**src/rtl/dmix_rate_detect.sv**
```systemverilog
// rtl/dmix_rate_detect.sv - LRCK period measurement, 48/96/192 kHz rate classification and lock tracking
`timescale 1ns/1ps
module dmix_rate_detect #(
   parameter int TOL        = 8,
   parameter int LOCK_COUNT = 4,
   parameter int TIMEOUT    = 1100
) (
   input  logic        clk245760,
   input  logic        rst_n,
   input  logic        lrck_in,
   output logic [1:0]  rate,
   output logic        locked,
   output logic [10:0] period,
   output logic        rate_change
);

   localparam int MW = $clog2(LOCK_COUNT + 1);

   localparam logic [10:0]   CNT_MAX    = 11'h7FF;
   localparam logic [10:0]   TIMEOUT_W  = 11'(TIMEOUT);
   localparam logic [11:0]   TOL_W      = 12'(TOL);
   localparam logic [10:0]   NOM_48K    = 11'd512;
   localparam logic [10:0]   NOM_96K    = 11'd256;
   localparam logic [10:0]   NOM_192K   = 11'd128;
   localparam logic [MW-1:0] MATCH_ONE  = MW'(1);
   localparam logic [MW-1:0] MATCH_LAST = MW'(LOCK_COUNT - 1);

   localparam logic [1:0] CLS_NONE = 2'd0;
   localparam logic [1:0] CLS_48K  = 2'd1;
   localparam logic [1:0] CLS_96K  = 2'd2;
   localparam logic [1:0] CLS_192K = 2'd3;

   typedef enum logic [1:0] {
      ST_UNLOCKED = 2'd0,
      ST_ACQUIRE  = 2'd1,
      ST_LOCKED   = 2'd2
   } state_t;

   state_t         state;
   logic           sync1;
   logic           sync2;
   logic           sync3;
   logic           lrck_rise;
   logic [10:0]    cnt;
   logic           armed;
   logic [1:0]     cap_class;
   logic [1:0]     cand;
   logic [MW-1:0]  match;
   logic           capture;
   logic           timeout_hit;

   // Inclusive window test in 12 bits so nominal-TOL and nominal+TOL cannot wrap
   function automatic logic in_window(input logic [10:0] p, input logic [10:0] nom);
      logic [11:0] lo;
      logic [11:0] hi;
      lo = {1'b0, nom} - TOL_W;
      hi = {1'b0, nom} + TOL_W;
      return ({1'b0, p} >= lo) && ({1'b0, p} <= hi);
   endfunction

   // Two-flop synchronizer on the asynchronous pad, third flop for edge detection
   always_ff @(posedge clk245760 or negedge rst_n) begin
      if (!rst_n) begin
         sync1 <= 1'b0;
         sync2 <= 1'b0;
         sync3 <= 1'b0;
      end else begin
         sync1 <= lrck_in;
         sync2 <= sync1;
         sync3 <= sync2;
      end
   end

   assign lrck_rise   = sync2 & ~sync3;
   assign capture     = lrck_rise & armed;
   // An edge in the same cycle as the timeout count takes priority
   assign timeout_hit = ~lrck_rise & (cnt == TIMEOUT_W);

   // Classify the value the counter holds at the moment an edge is detected
   always_comb begin
      cap_class = CLS_NONE;
      if (in_window(cnt, NOM_48K)) begin
         cap_class = CLS_48K;
      end else if (in_window(cnt, NOM_96K)) begin
         cap_class = CLS_96K;
      end else if (in_window(cnt, NOM_192K)) begin
         cap_class = CLS_192K;
      end
   end

   // Saturating period counter; the first edge after reset or timeout only arms capture
   always_ff @(posedge clk245760 or negedge rst_n) begin
      if (!rst_n) begin
         cnt    <= 11'd0;
         period <= 11'd0;
         armed  <= 1'b0;
      end else if (lrck_rise) begin
         cnt   <= 11'd1;
         armed <= 1'b1;
         if (armed) begin
            period <= cnt;
         end
      end else begin
         if (cnt != CNT_MAX) begin
            cnt <= cnt + 11'd1;
         end
         if (cnt == TIMEOUT_W) begin
            armed <= 1'b0;
         end
      end
   end

   // Lock state machine with registered rate/locked and a one-cycle rate_change pulse
   always_ff @(posedge clk245760 or negedge rst_n) begin
      if (!rst_n) begin
         state       <= ST_UNLOCKED;
         cand        <= CLS_NONE;
         match       <= '0;
         rate        <= CLS_NONE;
         locked      <= 1'b0;
         rate_change <= 1'b0;
      end else begin
         rate_change <= 1'b0;
         if (capture) begin
            case (state)
               ST_UNLOCKED: begin
                  if (cap_class != CLS_NONE) begin
                     cand  <= cap_class;
                     match <= MATCH_ONE;
                     state <= ST_ACQUIRE;
                  end
               end
               ST_ACQUIRE: begin
                  if (cap_class == CLS_NONE) begin
                     match <= '0;
                     state <= ST_UNLOCKED;
                  end else if (cap_class == cand) begin
                     match <= match + MATCH_ONE;
                     // This capture brings match up to the lock count
                     if (match == MATCH_LAST) begin
                        state       <= ST_LOCKED;
                        rate        <= cand;
                        locked      <= 1'b1;
                        rate_change <= 1'b1;
                     end
                  end else begin
                     cand  <= cap_class;
                     match <= MATCH_ONE;
                  end
               end
               ST_LOCKED: begin
                  if (cap_class != cand) begin
                     rate        <= CLS_NONE;
                     locked      <= 1'b0;
                     rate_change <= 1'b1;
                     if (cap_class == CLS_NONE) begin
                        match <= '0;
                        state <= ST_UNLOCKED;
                     end else begin
                        // A new valid rate seeds acquisition straight away
                        cand  <= cap_class;
                        match <= MATCH_ONE;
                        state <= ST_ACQUIRE;
                     end
                  end
               end
               default: begin
                  match <= '0;
                  state <= ST_UNLOCKED;
               end
            endcase
         end else if (timeout_hit) begin
            state       <= ST_UNLOCKED;
            match       <= '0;
            rate        <= CLS_NONE;
            locked      <= 1'b0;
            rate_change <= (rate != CLS_NONE);
         end
      end
   end

endmodule

```
**config.mk**
```make
export PLATFORM = sky130hd
export DESIGN_NAME = dmix_rate_detect
export DESIGN_NICKNAME = d
export VERILOG_FILES = /design/src/rtl/dmix_rate_detect.sv
export SDC_FILE = /design/constraint.sdc
export NUM_CORES = 1
export LEC_CHECK = 0
export CELL_PAD_IN_SITES_DETAIL_PLACEMENT = 0
export CELL_PAD_IN_SITES_GLOBAL_PLACEMENT = 2
export CORE_MARGIN = 2
export CORE_UTILIZATION = 37
export DETAILED_ROUTE_END_ITERATION = 8
export PLACE_DENSITY = 0.89
export SYNTH_ARGS = -nofsm -noshare
export SYNTH_HDL_FRONTEND = slang
export SYNTH_SLANG_ARGS = --single-unit
```
**constraint.sdc**
```tcl
create_clock -name clk245760 -period 3.7 [get_ports clk245760]
set_clock_uncertainty 0.2 [all_clocks]
set_input_delay 0.37 -clock clk245760 [delete_from_list [all_inputs] [get_ports clk245760]]
set_output_delay 0.37 -clock clk245760 [all_outputs]
set_load 0.01 [all_outputs]
```
-- Word-level counts from Yosys, hierarchy flattened
Cells that the tools add are included.
W data, S select, Z words.
- magnitude comparators: 6
- bitwise operators: 5
- reduce and logical (&&, ||, !) cells: 16
- eq/ne operators: 20
- add/subtract/negate cells: 2
- muxes and demuxes: 50
- operators with widths (kind ; count):
    $mux W2 ; 20
    $mux W11 ; 2
    $mux W3 ; 6
    $mux W1 ; 16
    $ne A3 B3 Y1 const B ; 5
    $pmux W2 S3 ; 2
    $add A11 B1 Y11 const B ; 1
    $eq A11 B11 Y1 const B ; 1
    $ge A11 B7 Y1 const B ; 1
    $ge A11 B8 Y1 const B ; 1
    $ge A11 B9 Y1 const B ; 1
    $le A11 B10 Y1 const B ; 1
    $le A11 B8 Y1 const B ; 1
    $le A11 B9 Y1 const B ; 1
    $ne A11 B11 Y1 const B ; 1
    $ne A2 B2 Y1 const B ; 5
    $reduce_bool A2 Y1 ; 5
    $pmux W3 S3 ; 1
    $ne A4 B4 Y1 const B ; 2
    $reduce_and A7 Y1 ; 1
    $reduce_and A6 Y1 ; 1
    $reduce_and A5 Y1 ; 1
    $logic_not A2 Y1 ; 2
    $pmux W1 S2 ; 2
    other kinds (14) ; 19
- logic and storage cells: 111
- output and inout bits: 15
- bits in registers: 37
- input port bits: 3

-- Longest topological paths before layout
- word-level depth: 10
- depth in mapped cells: 9

-- Worst setup path before layout
Ideal clock, no wire load.
- path type: flip-flop to flip-flop
- start: register cnt[4]
- end: register locked
- setup slack: 1.037 ns
- cell stages (with the launch flop): 9
- library setup time: 0.125 ns
- required time: 3.375 ns
- data arrival time: 2.338 ns
- path through: dfrtp_1 > buf_6 > or4_4 > a2111oi_4 > and2_4 > nor3_1 > nor4b_2 > o2bb2ai_2 > mux2_4
- word-level cells in the longest chain between the ends: 8
- ends and longest elaborated chain (element ; line ; source):
    start: declaration ; 44 ; logic [10:0] cnt;
    start signal: assignment ; 105 ; cnt <= cnt + 11'd1;
    $ge A11 B7 Y1 / $le A11 B8 Y1 (equally long branches) ; 58 ; return ({1'b0, p} >= lo) && ({1'b0, p} <= hi);
    $logic_and A1 B1 Y1 ; 58 ;
    $mux W2 ; 86 ; end else if (in_window(cnt, NOM_192K)) begin
    $mux W2 ; 84 ; end else if (in_window(cnt, NOM_96K)) begin
    $mux W2 ; 82 ; if (in_window(cnt, NOM_48K)) begin
    $eq A2 B2 Y1 (tied with other cells) ; 137 ; end else if (cap_class == cand) begin
    $ne A3 B3 Y1 (no line) ; - ;
    $reduce_and A6 Y1 (no line) * ; - ;
    end signal: assignment ; 120 ; locked <= 1'b0;
    end signal: assignment ; 143 ; locked <= 1'b1;
    end signal: assignment ; 154 ; locked <= 1'b0;
    end: declaration ; 12 ; output logic locked,
Mark *: on every way between the ends. The rest lies on a longest branch, timed or not.
A chain may end at the register's enable or synchronous reset.

-- Worst setup path after layout
- start: register cnt[3]
- end: register locked
Same word-level chain as after synthesis.

==> flow_metrics.py <==
metrics = {
    "outcome": {
        "status": "complete, but fails checks",
        "violations": "negative hold slack",
    },
    "grt": {
        "grt_max_degree": 38,
        "grtUsageTotal": 0.158,
        "grt_pass1_wl_um": 8800,
        "gr-total-overflow": 0,
        "grt_pass1_vias": 1738,
        "antenna_found_initial": 0,
    },
    "floorplan": {
        "dieHeight_um": 83.0,
        "start_util": 0.385,
        "fp.dieArea_sq_um": 6880,
        "die-width_um": 83.0,
        "num_rows": 28,
        "ioPinCount": 18,
        "core_sq_um": 5990,
    },
    "yosys": {
        "async_reset_ff_frac": 1.00,
        "synth_xor_area_frac": 0.0266,
        "synth_top_cell_by_area": "dfrtp_1",
        "synth_simple_gate_area_frac": 0.213,
        "synth.distinct_cells": 62,
        "synth-compound-area-share": 0.183,
        "synth_top_family_by_area": "simple AND/OR/NAND/NOR gates",
        "synth_cells": 238,
        "synth.avg_cell_area_sq_um": 9.69,
        "yosysMostFrequentCell": "dfrtp_1",
        "synth_seq_cells": 37,
        "syn_area_sq_um": 2310,
        "yosys-top-cells-count": "dfrtp_1, nor2_1, nand2_1",
        "post-synth-top-area-fraction": 0.401,
        "synth_flop_cell": "dfrtp_1",
        "synth_edf_count": 0,
        "yosysWarnings": 0,
        "synthAdderAreaFrac": 0.0434,
        "ys_seq_area_frac": 0.401,
        "synthTopCellsByArea": "dfrtp_1, ha_1, nor2_1, nand2_1, mux2_2",
        "syn_nets": 249,
        "synth.area.mux_share": 0.0618,
    },
    "power": {
        "power_density_nw_per_um2": 406,
        "p_int_mw": 0.757,
        "p_sw_mw": 0.297,
        "leakage_nw": 1.07,
        "power.share.sequential": 0.467,
        "switching_share": 0.281,
        "pwr-share-clk": 0.356,
        "power.share.combinational": 0.176,
        "ir_drop_mv": 0.167,
    },
    "route": {
        "finalWirelength_um": 5180,
        "viasPerCell": 5.62,
        "drc_errors": 0,
        "drt_pass1_iterations": 4,
        "via_count": 1839,
        "ant_nets": 0,
        "routedWlPerCell_um": 15.8,
        "drt_iter0_drc": 339,
    },
    "setup_path": {
        "worstReg2RegStart": "cnt[3]$_DFFE_PN0P_",
        "crit_arrival_ps": 3240,
        "critPathRequiredTime_ps": 3680,
        "end_kind": "flip-flop",
        "start_kind": "flip-flop",
        "path_max_fanout": 12,
        "cp-startpoint": "cnt[3]$_DFFE_PN0P_",
        "critical_path_class": "reg -> reg",
    },
    "clock_network": {
        "htree_levels": 2,
        "cts_buffers": 5,
        "clk_latency_ps": 300,
        "cts_buffer_depth": 2,
        "postCtsHoldBufs": 0,
        "cts.sinks": 37,
        "post_cts_buffers": 0,
        "cts_resized": 0,
        "clock-root-buffer": "clkbuf_8",
        "clkSlewWorstSetupHoldPaths_ps": 80,
        "cts_tree": "done",
    },
    "sta": {
        "worstMarginPinSlew_ps": 825,
        "fmax_mhz": 308,
        "post-route-min-period_ps": 3250,
        "setup_tns_ps": 0,
        "hold_violations": 37,
        "fin_crit_sh": 0.879,
        "relSlewSlack": 0.450,
        "setup_viol": 0,
        "whs_ps": -41.1,
        "rsz0062_at_grt": "false",
        "drv_slew": 0,
    },
    "place": {
        "place_congestion": 0.850,
        "port_buffers": 17,
        "dp.final_hpwl_um": 3720,
    },
    "layout": {
        "diodes": 0,
        "nets": 262,
        "area_growth_pct": 12.5,
        "fillers": 559,
        "drive_gt1_frac": 0.155,
    },
    "worst_hold_path": {
        "hp-class": "in -> async",
    },
    "flow_run": {
        "cap_viol_max_count": 0,
    },
}
[cell type report]
type,instances,area (sq um),area share
multi-input cells,172,1220,0.470
clock buffers,6,82.6,0.0318
clock inverters,2,37.5,0.0145
flip-flops and latches,37,926,0.357
well taps,75,93.8,0.0362
inverters,17,63.8,0.0246
repair buffers,18,173,0.0665
[sequential cells by signal (all words and copies together), names as in the netlist, 2 cells and up]
name and flops:
state 2, cand 2, match 3, rate 2, period 11, cnt 11
[layer usage]
layer | wire [um] | GRT usage | vias up
li1 | - | - | 880
met4 | 78 | 0.0566 | 0
met5 | 0 | 0 | -
met3 | 311 | 0.0398 | 7
met2 | 2290 | 0.229 | 56
met1 | 2490 | 0.229 | 896
[worst paths after layout]
| check | end | slack, ps | cells after the start |
|---|---|---|---|
| max | locked$_DFFE_PN0P_ | 450 | 7 |
| min | period[7]$_DFFE_PN0P_ | -40 | 1 |
| max reg2reg | locked$_DFFE_PN0P_ | 450 | 7 |
| min reg2reg | sync2$_DFF_PN0_ | 160 | 0 |
| max in group asynchronous | cand[1]$_DFFE_PN0P_ | 2810 | 1 |
| min in group clk245760 | sync2$_DFF_PN0_ | 160 | 0 |
[through the flow]
step | setup slack [ps] | total power [mW] | instances | utilization | instance area [sq um]
final | 449 | 1.05 | 327 | 0.433 | 2590
after global routing | 283 | 1.11 | 327 | 0.433 | 2590
after CTS | 484 | 1.07 | 327 | 0.433 | 2590
after detailed placement | 490 | 0.689 | 319 | 0.413 | 2470
after global placement | 616 | 0.687 | 319 | 0.413 | 2470
after floorplan | 1040 | 0.615 | 238 | - | 2310
[cells in the final DEF (no fill, tap or decap), types with 2 or more instances in the layout]
cell type        count
nor3_1               6
inv_1               17
or3_1                3
dfrtp_1             37
nand3_1              5
clkbuf_8             6
xnor2_1              5
a21oi_1              8
mux2i_1              6
or4_1                4
o31a_1               2
a221oi_1             2
nand4_1              3
ha_1                 8
nand2b_1             4
o21a_1               4
xor2_1               2
o31ai_1              2
nand2_1             21
nor3b_1              2
o21ai_2              2
nor2_1              25
or3b_2               2
mux2_2               6
a21oi_2              2
clkdlybuf4s50_1     16
nor4_1               5
o21ai_0             12
[logic make-up (layout without fill, tap and decap cells)]
kind of cell | count (synthesis) | in the layout
AOI/OAI and AO/OA | 53 | 53
DFF | 37 | 37
muxes | 13 | 13
xor gates and xnor gates | 7 | 7
and+or+nand+nor | 91 | 91
adders and majority gates | 8 | 8
buffers and inverters | 29 | 43
[power groups by stage]
stage,Combinational (mW),Sequential (mW),Clock (mW)
6_report,0.186,0.493,0.375
5_1_grt,0.207,0.500,0.402
4_1_cts,0.189,0.492,0.384
3_5_place_dp,0.188,0.500,0
3_3_place_gp,0.188,0.499,0
2_1_floorplan,0.129,0.487,0
[critical path, stage by stage, from the launching register on]
cell and delay [ps]:
dfrtp_1 590, nand4_1 540, o31ai_1 410, a2bb2oi_1 150, or3b_2 490, o21ai_2 240, o2bb2ai_2 190, mux2_4 320
Power figures use the tool's default switching activity.
